--- config.mk ---
export PLATFORM = sky130hd
export DESIGN_NAME = muldiv_seq_flat
export DESIGN_NICKNAME = d
export VERILOG_FILES = /design/src/rtl/muldiv_seq_if.sv /design/src/rtl/muldiv_seq.sv /design/src/flat_wrapper.sv
export SDC_FILE = /design/constraint.sdc
export NUM_CORES = 1
export LEC_CHECK = 0
export BUFFER_PORTS_ARGS = -buffer_cell sky130_fd_sc_hd__buf_2
export CAP_MARGIN = 25
export CORE_ASPECT_RATIO = 1.75
export CORE_MARGIN = 1
export CORE_UTILIZATION = 30
export CTS_CLUSTER_SIZE = 28
export DETAILED_ROUTE_END_ITERATION = 8
export GPL_ROUTABILITY_DRIVEN = 0
export PLACE_DENSITY = 0.48
export SYNTH_ARGS = -nofsm -noshare
export SYNTH_HDL_FRONTEND = slang
export SYNTH_SLANG_ARGS = --single-unit
export TNS_END_PERCENT = 30
--- constraint.sdc ---
create_clock -name clk -period 4.69 [get_ports clk]
set_clock_uncertainty 0.1 [all_clocks]
set_input_delay 0.2345 -clock clk [delete_from_list [all_inputs] [get_ports clk]]
set_output_delay 0.2345 -clock clk [all_outputs]
set_load 0.01 [all_outputs]
--- src/rtl/muldiv_seq_if.sv ---
// Request/response and alu-port bundle for the iterative multiply/divide sequencer.
// The master side is the pipeline (it also hosts the shared alu); the slave side is muldiv_seq.
interface muldiv_seq_if #(
  parameter int XLEN = 32
);
  logic            start;
  logic            flush;
  logic [2:0]      op;
  logic [XLEN-1:0] rs1;
  logic [XLEN-1:0] rs2;
  logic            busy;
  logic            done;
  logic [XLEN-1:0] result;
  logic [XLEN-1:0] alu_add1;
  logic [XLEN-1:0] alu_add2;
  logic [3:0]      alu_sel;
  logic [XLEN-1:0] alu_sum;
  logic            alu_carry;

  modport master (
    output start, flush, op, rs1, rs2, alu_sum, alu_carry,
    input  busy, done, result, alu_add1, alu_add2, alu_sel
  );

  modport slave (
    input  start, flush, op, rs1, rs2, alu_sum, alu_carry,
    output busy, done, result, alu_add1, alu_add2, alu_sel
  );
endinterface

--- src/rtl/muldiv_seq.sv ---
// Iterative RV32M multiply/divide sequencer. Owns no adder: every addition,
// including sign fix-ups, goes through the shared alu's add port.
// Fixed latency: done is high XLEN+4 edges after start is accepted.
module muldiv_seq #(
  parameter int         XLEN    = 32,
  parameter logic [3:0] ALU_ADD = 4'd0
) (
  input logic         clk,
  input logic         rst_n,
  muldiv_seq_if.slave bus
);
  localparam int              CW  = $clog2(XLEN);
  localparam logic [XLEN-1:0] ONE = XLEN'(1);

  typedef enum logic [2:0] {
    S_IDLE, S_NEG_A, S_NEG_B, S_ITER, S_FIX_LO, S_FIX_HI, S_DONE
  } state_t;

  state_t          state_reg, state_next;
  logic [CW-1:0]   cnt_reg;
  logic [2:0]      op_reg;
  logic [XLEN-1:0] rs1_reg, rs2_reg;
  // hi: product high half (mul) or partial remainder R (div)
  // lo: product low half (mul) or quotient Q (div)
  // b : |rs2| (mul) or -|rs2| (div)
  logic [XLEN-1:0] hi_reg, lo_reg, b_reg, result_reg;
  logic            fix_carry_reg;
  logic [XLEN-1:0] hi_next, lo_next, b_next, result_next;
  logic            fix_carry_next;

  logic            accept;
  logic            is_div, is_rem, a_neg, b_neg, neg_res, div_zero;
  logic [XLEN-1:0] r_shift;
  logic            q_bit;

  assign accept = (state_reg == S_IDLE) && bus.start && !bus.flush;

  // Operand classification from the latched request
  assign is_div   = op_reg[2];
  assign is_rem   = op_reg[2] & op_reg[1];
  assign a_neg    = rs1_reg[XLEN-1] &
                    ((op_reg == 3'b001) || (op_reg == 3'b010) ||
                     (op_reg == 3'b100) || (op_reg == 3'b110));
  assign b_neg    = rs2_reg[XLEN-1] &
                    ((op_reg == 3'b001) || (op_reg == 3'b100) || (op_reg == 3'b110));
  // Remainder takes the dividend's sign; everything else the product/quotient sign
  assign neg_res  = is_rem ? a_neg : (a_neg ^ b_neg);
  assign div_zero = (rs2_reg == '0);

  // Restoring-divide step: shift next dividend bit into R, trial-add -|divisor|
  assign r_shift  = {hi_reg[XLEN-2:0], lo_reg[XLEN-1]};
  assign q_bit    = hi_reg[XLEN-1] | bus.alu_carry;

  // State register
  always_ff @(posedge clk) begin
    if (!rst_n) begin
      state_reg <= S_IDLE;
    end else begin
      state_reg <= state_next;
    end
  end

  // Next-state logic; flush returns to IDLE from anywhere
  always_comb begin
    state_next = state_reg;
    case (state_reg)
      S_IDLE:   if (accept) state_next = S_NEG_A;
      S_NEG_A:  state_next = S_NEG_B;
      S_NEG_B:  state_next = S_ITER;
      S_ITER:   if (cnt_reg == CW'(XLEN-1)) state_next = S_FIX_LO;
      S_FIX_LO: state_next = S_FIX_HI;
      S_FIX_HI: state_next = S_DONE;
      S_DONE:   state_next = S_IDLE;
      default:  state_next = S_IDLE;
    endcase
    if (bus.flush) state_next = S_IDLE;
  end

  // Outputs: status flags and alu operands; the alu only ever adds,
  // subtraction is done by feeding it an inverted operand plus one
  always_comb begin
    bus.busy     = (state_reg != S_IDLE);
    bus.done     = (state_reg == S_DONE);
    bus.result   = result_reg;
    bus.alu_sel  = ALU_ADD;
    bus.alu_add1 = '0;
    bus.alu_add2 = '0;
    case (state_reg)
      S_NEG_A: begin
        bus.alu_add1 = ~rs1_reg;
        bus.alu_add2 = ONE;
      end
      S_NEG_B: begin
        bus.alu_add1 = ~rs2_reg;
        bus.alu_add2 = ONE;
      end
      S_ITER: begin
        if (is_div) begin
          bus.alu_add1 = r_shift;
          bus.alu_add2 = b_reg;
        end else begin
          // Adding zero on a clear multiplier bit keeps the shift path uniform
          bus.alu_add1 = hi_reg;
          bus.alu_add2 = lo_reg[0] ? b_reg : '0;
        end
      end
      S_FIX_LO: begin
        if (neg_res) begin
          bus.alu_add1 = is_rem ? ~hi_reg : ~lo_reg;
          bus.alu_add2 = ONE;
        end
      end
      S_FIX_HI: begin
        if (!is_div && neg_res) begin
          bus.alu_add1 = ~hi_reg;
          bus.alu_add2 = {{(XLEN-1){1'b0}}, fix_carry_reg};
        end
      end
      default: begin
      end
    endcase
  end

  // Datapath next values, taken from the alu result of the current state
  always_comb begin
    hi_next        = hi_reg;
    lo_next        = lo_reg;
    b_next         = b_reg;
    fix_carry_next = fix_carry_reg;
    result_next    = result_reg;
    case (state_reg)
      S_NEG_A: begin
        lo_next = a_neg ? bus.alu_sum : rs1_reg;
        hi_next = '0;
      end
      S_NEG_B: begin
        if (is_div) b_next = b_neg ? rs2_reg : bus.alu_sum;
        else        b_next = b_neg ? bus.alu_sum : rs2_reg;
      end
      S_ITER: begin
        if (is_div) begin
          hi_next = q_bit ? bus.alu_sum : r_shift;
          lo_next = {lo_reg[XLEN-2:0], q_bit};
        end else begin
          {hi_next, lo_next} = {bus.alu_carry, bus.alu_sum, lo_reg[XLEN-1:1]};
        end
      end
      S_FIX_LO: begin
        fix_carry_next = bus.alu_carry;
        if (neg_res) begin
          if (is_rem) hi_next = bus.alu_sum;
          else        lo_next = bus.alu_sum;
        end
      end
      S_FIX_HI: begin
        if (!is_div && neg_res) hi_next = bus.alu_sum;
        // Result is committed on the way into DONE unless the op is being killed
        if (!bus.flush) begin
          case (op_reg)
            3'b000:  result_next = lo_next;
            3'b001,
            3'b010,
            3'b011:  result_next = hi_next;
            3'b100,
            3'b101:  result_next = div_zero ? '1 : lo_next;
            default: result_next = div_zero ? rs1_reg : hi_next;
          endcase
        end
      end
      default: begin
      end
    endcase
  end

  // Datapath registers, operand latch and iteration counter
  always_ff @(posedge clk) begin
    if (!rst_n) begin
      op_reg        <= '0;
      rs1_reg       <= '0;
      rs2_reg       <= '0;
      hi_reg        <= '0;
      lo_reg        <= '0;
      b_reg         <= '0;
      fix_carry_reg <= 1'b0;
      result_reg    <= '0;
      cnt_reg       <= '0;
    end else begin
      if (accept) begin
        op_reg  <= bus.op;
        rs1_reg <= bus.rs1;
        rs2_reg <= bus.rs2;
      end
      hi_reg        <= hi_next;
      lo_reg        <= lo_next;
      b_reg         <= b_next;
      fix_carry_reg <= fix_carry_next;
      result_reg    <= result_next;
      if (state_reg == S_NEG_B)     cnt_reg <= '0;
      else if (state_reg == S_ITER) cnt_reg <= cnt_reg + CW'(1);
    end
  end
endmodule

--- src/flat_wrapper.sv ---
// flat-port wrapper written by rule: the top's interface ports become plain ports
module muldiv_seq_flat 
#(
  parameter int         XLEN    = 32,
  parameter logic [3:0] ALU_ADD = 4'd0
)
  (clk, rst_n, bus_start, bus_flush, bus_op, bus_rs1, bus_rs2, bus_alu_sum, bus_alu_carry, bus_busy, bus_done, bus_result, bus_alu_add1, bus_alu_add2, bus_alu_sel);
  muldiv_seq_if #(.XLEN(XLEN)) bus_i ();
  input logic clk;
  input logic rst_n;
  input wire logic [$bits(bus_i.start)-1:0] bus_start;
  input wire logic [$bits(bus_i.flush)-1:0] bus_flush;
  input wire logic [$bits(bus_i.op)-1:0] bus_op;
  input wire logic [$bits(bus_i.rs1)-1:0] bus_rs1;
  input wire logic [$bits(bus_i.rs2)-1:0] bus_rs2;
  input wire logic [$bits(bus_i.alu_sum)-1:0] bus_alu_sum;
  input wire logic [$bits(bus_i.alu_carry)-1:0] bus_alu_carry;
  output wire logic [$bits(bus_i.busy)-1:0] bus_busy;
  output wire logic [$bits(bus_i.done)-1:0] bus_done;
  output wire logic [$bits(bus_i.result)-1:0] bus_result;
  output wire logic [$bits(bus_i.alu_add1)-1:0] bus_alu_add1;
  output wire logic [$bits(bus_i.alu_add2)-1:0] bus_alu_add2;
  output wire logic [$bits(bus_i.alu_sel)-1:0] bus_alu_sel;
  assign bus_i.start = bus_start;
  assign bus_i.flush = bus_flush;
  assign bus_i.op = bus_op;
  assign bus_i.rs1 = bus_rs1;
  assign bus_i.rs2 = bus_rs2;
  assign bus_i.alu_sum = bus_alu_sum;
  assign bus_i.alu_carry = bus_alu_carry;
  assign bus_busy = bus_i.busy;
  assign bus_done = bus_i.done;
  assign bus_result = bus_i.result;
  assign bus_alu_add1 = bus_i.alu_add1;
  assign bus_alu_add2 = bus_i.alu_add2;
  assign bus_alu_sel = bus_i.alu_sel;
  muldiv_seq #(.XLEN(XLEN), .ALU_ADD(ALU_ADD)) u_core (.clk(clk), .rst_n(rst_n), .bus(bus_i));
endmodule
==> Word level (Yosys, flattened, before mapping) <==
Index checks and enable logic that the tools add are counted.
{ "op_classes": {"addsub": 1, "eq_ne": 18, "muxes": 31, "n_bitwise": 11, "reduce_logical": 25} }
{ "ops": {"columns": ["operator", "count"], "rows": [
  ["$mux 32", 20],
  ["$pmux 32 s4", 2],
  ["$pmux 32 s3", 2],
  ["$pmux 32 s5", 1],
  ["$not 32->32", 4],
  ["$logic_not 32->1", 1],
  ["$eq 3x3->1 const B", 6],
  ["$pmux 3 s6", 1],
  ["$eq 3x2->1 const B", 4],
  ["$ne 2x1->1 const B", 4],
  ["$reduce_or 2->1", 4],
  ["$eq 3x1->1 const B", 2],
  ["$logic_not 3->1", 2],
  ["$mux 3", 2],
  ["$reduce_and 3->1", 2],
  ["$reduce_bool 3->1", 2],
  ["$add 5x1->5 const B", 1],
  ["$eq 5x5->1 const B", 1],
  ["$logic_or 1x1->1", 5],
  ["$reduce_and 2->1", 2],
  ["$reduce_bool 4->1", 1],
  ["$and 1x1->1", 3],
  ["$logic_and 1x1->1", 3],
  ["$mux 1", 3],
  ["6 further kinds", 8]
]} }
{ "word_totals": {"ff_bits": 204, "in_bits": 104, "out_inout_bits": 102} }

==> Longest topological paths before layout <==
{ "depth": {"ltp_word": 11, "mapped_depth": 8, "depth_no_buf": 6} }

==> Least setup slack after synthesis <==
OpenSTA, ideal clock, no wires.
{ "synth_timing": {"kind": "reg2out", "startpoint": "register u_core.rs1_reg[31]", "endpoint": "output port bus_alu_add1[10]", "arrival_time_ns": 1.686, "required_time_ns": 4.356, "slack_ns": 2.669, "path_stages_with_launch": 8, "n_path_buf": 2, "path_cell_list": "dfxtp_1 buf_2 xor2_1 a31oi_1 nand2b_1 clkbuf_1 o22a_1 o21ai_0"} }
{ "synth_between": {"elab_chain_cells": 6} }
{ "synth_rtl": {"columns": ["element", "line_no", "rtl"], "rows": [
  ["start, declared", "muldiv_seq.sv:22", "logic [XLEN-1:0] rs1_reg, rs2_reg;"],
  ["start signal, assigned", "muldiv_seq.sv:190", "rs1_reg <= bus.rs1;"],
  ["$and 1x1->1 (*)", "muldiv_seq.sv:41", "assign a_neg = rs1_reg[XLEN-1] &"],
  ["$xor 1x1->1", "muldiv_seq.sv:47", "assign neg_res = is_rem ? a_neg : (a_neg ^ b_neg);"],
  ["$mux 1 (*)", "muldiv_seq.sv:47", null],
  ["$logic_and 1x1->1", "muldiv_seq.sv:114", "if (!is_div && neg_res) begin"],
  ["$mux 32", "muldiv_seq.sv:114", null],
  ["$pmux 32 s5 (*)", "muldiv_seq.sv:88", "case (state_reg)"],
  ["end, declared", "flat_wrapper.sv:21", "output wire logic [$bits(bus_i.alu_add1)-1:0] bus_alu_add1;"]
]} }
Mark *: on every way between the ends. The rest lies on a longest branch, timed or not.

==> Final worst setup path <==
{ "layout_timing": {"startpoint": "register u_core.op_reg[2]", "endpoint": "output port bus_alu_add1[0]"} }
{ "layout_between": {"elab_chain_cells": 10} }
{ "layout_rtl": {"columns": ["element", "line_no", "rtl"], "rows": [
  ["start, declared", "muldiv_seq.sv:21", "logic [2:0] op_reg;"],
  ["start signal, assigned", "muldiv_seq.sv:189", "op_reg <= bus.op;"],
  ["$eq 3x1->1 or $eq 3x2->1 (tied branches)", "muldiv_seq.sv:42, muldiv_seq.sv:45", null],
  ["$logic_or 1x1->1 (2 in a row)", "muldiv_seq.sv:42", "((op_reg == 3'b001) || (op_reg == 3'b010) ||"],
  ["$logic_or 1x1->1", "muldiv_seq.sv:43", "(op_reg == 3'b100) || (op_reg == 3'b110));"],
  ["$and 1x1->1", "muldiv_seq.sv:41", null],
  ["$xor 1x1->1", "muldiv_seq.sv:47", null],
  ["$mux 1", "muldiv_seq.sv:47", null],
  ["$logic_and 1x1->1", "muldiv_seq.sv:114", null],
  ["$mux 32", "muldiv_seq.sv:114", null],
  ["$pmux 32 s5 (*)", "muldiv_seq.sv:88", null]
]} }
Marked as above.

==> flow_summary.ini <==
[yosys]
synth_top_family_by_area = compound AO/OA/AOI/OAI gates
netlist.area_leader.share_pct = 32.4
synth_edf_count = 0
ys_ff_latch = 204
ys_seq_area_share_pct = 32.4
synth_top_area_cell = dfxtp_1
avgSynthCellArea_um2 = 8.18
muxShareOfSynthArea_pct = 15.4
synth_compound_area_share_pct = 30.4
synth.distinct_cells = 57
synth_cells = 1538
yosys_warnings = 0
synth_adder_area_share_pct = 0.199
yosys-top-cells-area = dfxtp_1 (32%), mux2i_1 (13%), a21oi_1 (5.4%)
ys.flop_type = dfxtp_1
synthSimpleGateAreaFrac_pct = 15.4
synth-xor-area-share_pct = 0.348
synthArstFlopShare_pct = 0
synthesis.area_um2 = 12600

[setup_path]
end_kind = primary output
crit_path_max_fanout = 73
crit_path_max_incr_delay_ns = 0.93
r2r_end = u_core.bus.result[21]
r2r_cells = 5
cpMaxStageDelayCell = dfxtp_4
startpoint_type = flip-flop
cp.arrival_ns = 3.46
crit_path_frequent_cell = mux2i_1
cp_cell_sequence = buf_4 -> mux2i_1 -> mux2i_1 -> a21oi_1 -> o22a_1 -> o21ai_0 -> buf_2
r2r_slack_ns = 1.44
required_ns = 4.36
crit_buf_inv = 2
reg2reg_from = u_core.rs2_reg[6]
criticalPathCategory = reg -> out
critPathTopFamily = buffers and inverters

[drt]
antenna_left = 0
firstDrtPassIters = 8
drt-initial-drc-count = 969
drc = 0
num_vias = 13026
avgViaCountPerCell = 5.71
wl_per_cell_um = 23.3
totalWireLength_mm = 53.1

[clock_tree]
clock_latency_ns = 0.53
cts_buffers = 24
clk_pin_slew_worst_paths_ns = 0.06
cts_root_buf = clkbuf_16
post_cts.repair.setup_buffers = 0
clock_path_buffers = 3
cts_num_sinks = 204
cts_tree = built
htree_levels = 1

[floorplanning]
dieHeight_um = 273
die_w_um = 157
start_util_pct = 30.6
fp-row-count = 98
ios = 206
die_area_um2 = 42800
core_area_um2 = 41100

[placed_design]
io_buffers = 201
place_inst = 2171
dp_hpwl_mm = 35.5

[power_and_ir_drop]
p_switching_mw = 1.29
combPwrFrac_pct = 15.5
p_clk_share_pct = 42.6
seqPwrFrac_pct = 41.9
sw_frac_of_total_pct = 28.9
leakage_nw = 6.57
p_int_mw = 3.18
power_density_nw_per_um2 = 289
p_total_mw = 4.47
ir_drop_mv = 0.193

[final_layout]
drive_above_1_share_pct = 18.8
area.sequential_um2 = 4090
n_antenna_cell = 0
synthToLayoutAreaGrowth_pct = 22.8
layout.cells.non_filler = 2282
multiInputGateArea_um2 = 7850
fillers = 4327
nets = 1823
layout_common_cells = buf_2 (200), dfxtp_1 (200), nand2_1 (177), mux2i_1 (160), a21oi_1 (136)

[hold_path]
hold_end = u_core.lo_reg[23]
holdCritPathClass = in -> reg
worstHoldStart = bus_alu_sum[23]
holdPathStages = 3

[grt]
busiest_layer = met2
grtUsageMet1_pct = 26.6
overflow = 0
grt_pass1_vias = 12948
antenna_found_initial = 0
grt_use_met3_pct = 2.78
grt_use_total_pct = 24.2
met2_usage_pct = 43.5
grt_pass1_wl_mm = 78.7
grt_max_degree = 96

[outcome]
status = completed

[sta]
drv_slew = 0
setup_viol = 0
maxSlewHeadroom_pct = 34.3
rsz0062_at_grt = no
post-route-period-util_pct = 80.9
finalSetupTns_ns = 0
hold_violations = 0
worstMarginPinSlew_ns = 0.983
fmax_ghz = 0.264
finalCriticalPeriod_ns = 3.79

[run]
maxCapViolCount = 0
-- worst reg2reg max path: cells and delay by family, from the launching register on --
| family | cells | cell delay, ns |
|---|---|---|
| and+or+nand+nor | 3 | 2.18 |
| AOI/OAI and AO/OA | 2 | 0.54 |
| DFF | 1 | 0.36 |
-- power by group through the flow --
stage	combinational, mW	clock [mW]	sequential [mW]
after floorplan	0.425	0	1.86
after global placement	0.633	0	1.91
after detailed placement	0.642	0	1.91
after CTS	0.688	1.95	1.87
after global routing	0.742	2.02	1.88
final	0.691	1.90	1.87
-- cell type report --
cell class                      count  share of cell area [%]
Inverter                            7                   0.170
Tap cell                          550                    4.45
Timing Repair Buffer              308                    13.1
Multi-Input combinational cell   1172                    50.8
Clock inverter                      5                   0.356
Sequential cell                   204                    26.5
Clock buffer                       36                    4.70
-- Yosys cell counts, drive strengths merged, types with 32 or more instances --
cell,number
dfxtp,204
nand2,177
mux2i,160
a21oi,138
nor2,112
clkbuf,105
o21ai,101
a21boi,68
buf,53
nor3,38
nand2b,37
a31oi,34
a211oi,33
and2,33
o22a,33
a221o,32
o211a,32
-- layer usage --
metal / up-vias / share of wire (%)
li1: 6034 / -
met1: 6256 / 37
met2: 577 / 51
met3: 159 / 5.4
met4: 0 / 6.1
met5: - / 0
-- what timing repair did --
item / 4_1_cts / 5_1_grt
resized for setup: 0 / 0
hold buffers: 70 / 0
endpoints found under the hold margin: 70 / 0
-- worst max path at each step --
| stage | depth (start not counted) | to | from | slack [ns] |
|---|---|---|---|---|
| floorplan | 7 | bus_alu_add1[10] | u_core.rs1_reg[31] | 2.67 |
| global placement | 7 | bus_alu_add1[17] | u_core.op_reg[2] | 1.51 |
| detailed placement | 7 | bus_alu_add1[13] | u_core.op_reg[2] | 1.48 |
| CTS | 7 | bus_alu_add1[16] | u_core.op_reg[2] | 0.91 |
| global route | 7 | bus_alu_add1[0] | u_core.op_reg[2] | 0.69 |
| finish | 7 | bus_alu_add1[0] | u_core.op_reg[2] | 0.90 |
-- kinds of logic after synthesis --
logic type	count (synthesis)
xor+xnor	5
mux	190
other cells	1
flops	204
compound gates	547
fa+ha+maj	2
buf+inv	165
simple gates	424
-- stage by stage --
step	area [µm²]	hold slack [ns]	worst slack [ns]	utilization [%]
floorplan	12600	0.269	2.67	-
global placement	13900	0.346	1.51	34.0
detailed placement	14000	0.360	1.48	34.0
CTS	15500	0.00737	0.907	37.6
global route	15500	0.0398	0.692	37.6
finish	15500	0.0329	0.897	37.6
Power figures use the tool's default switching activity.
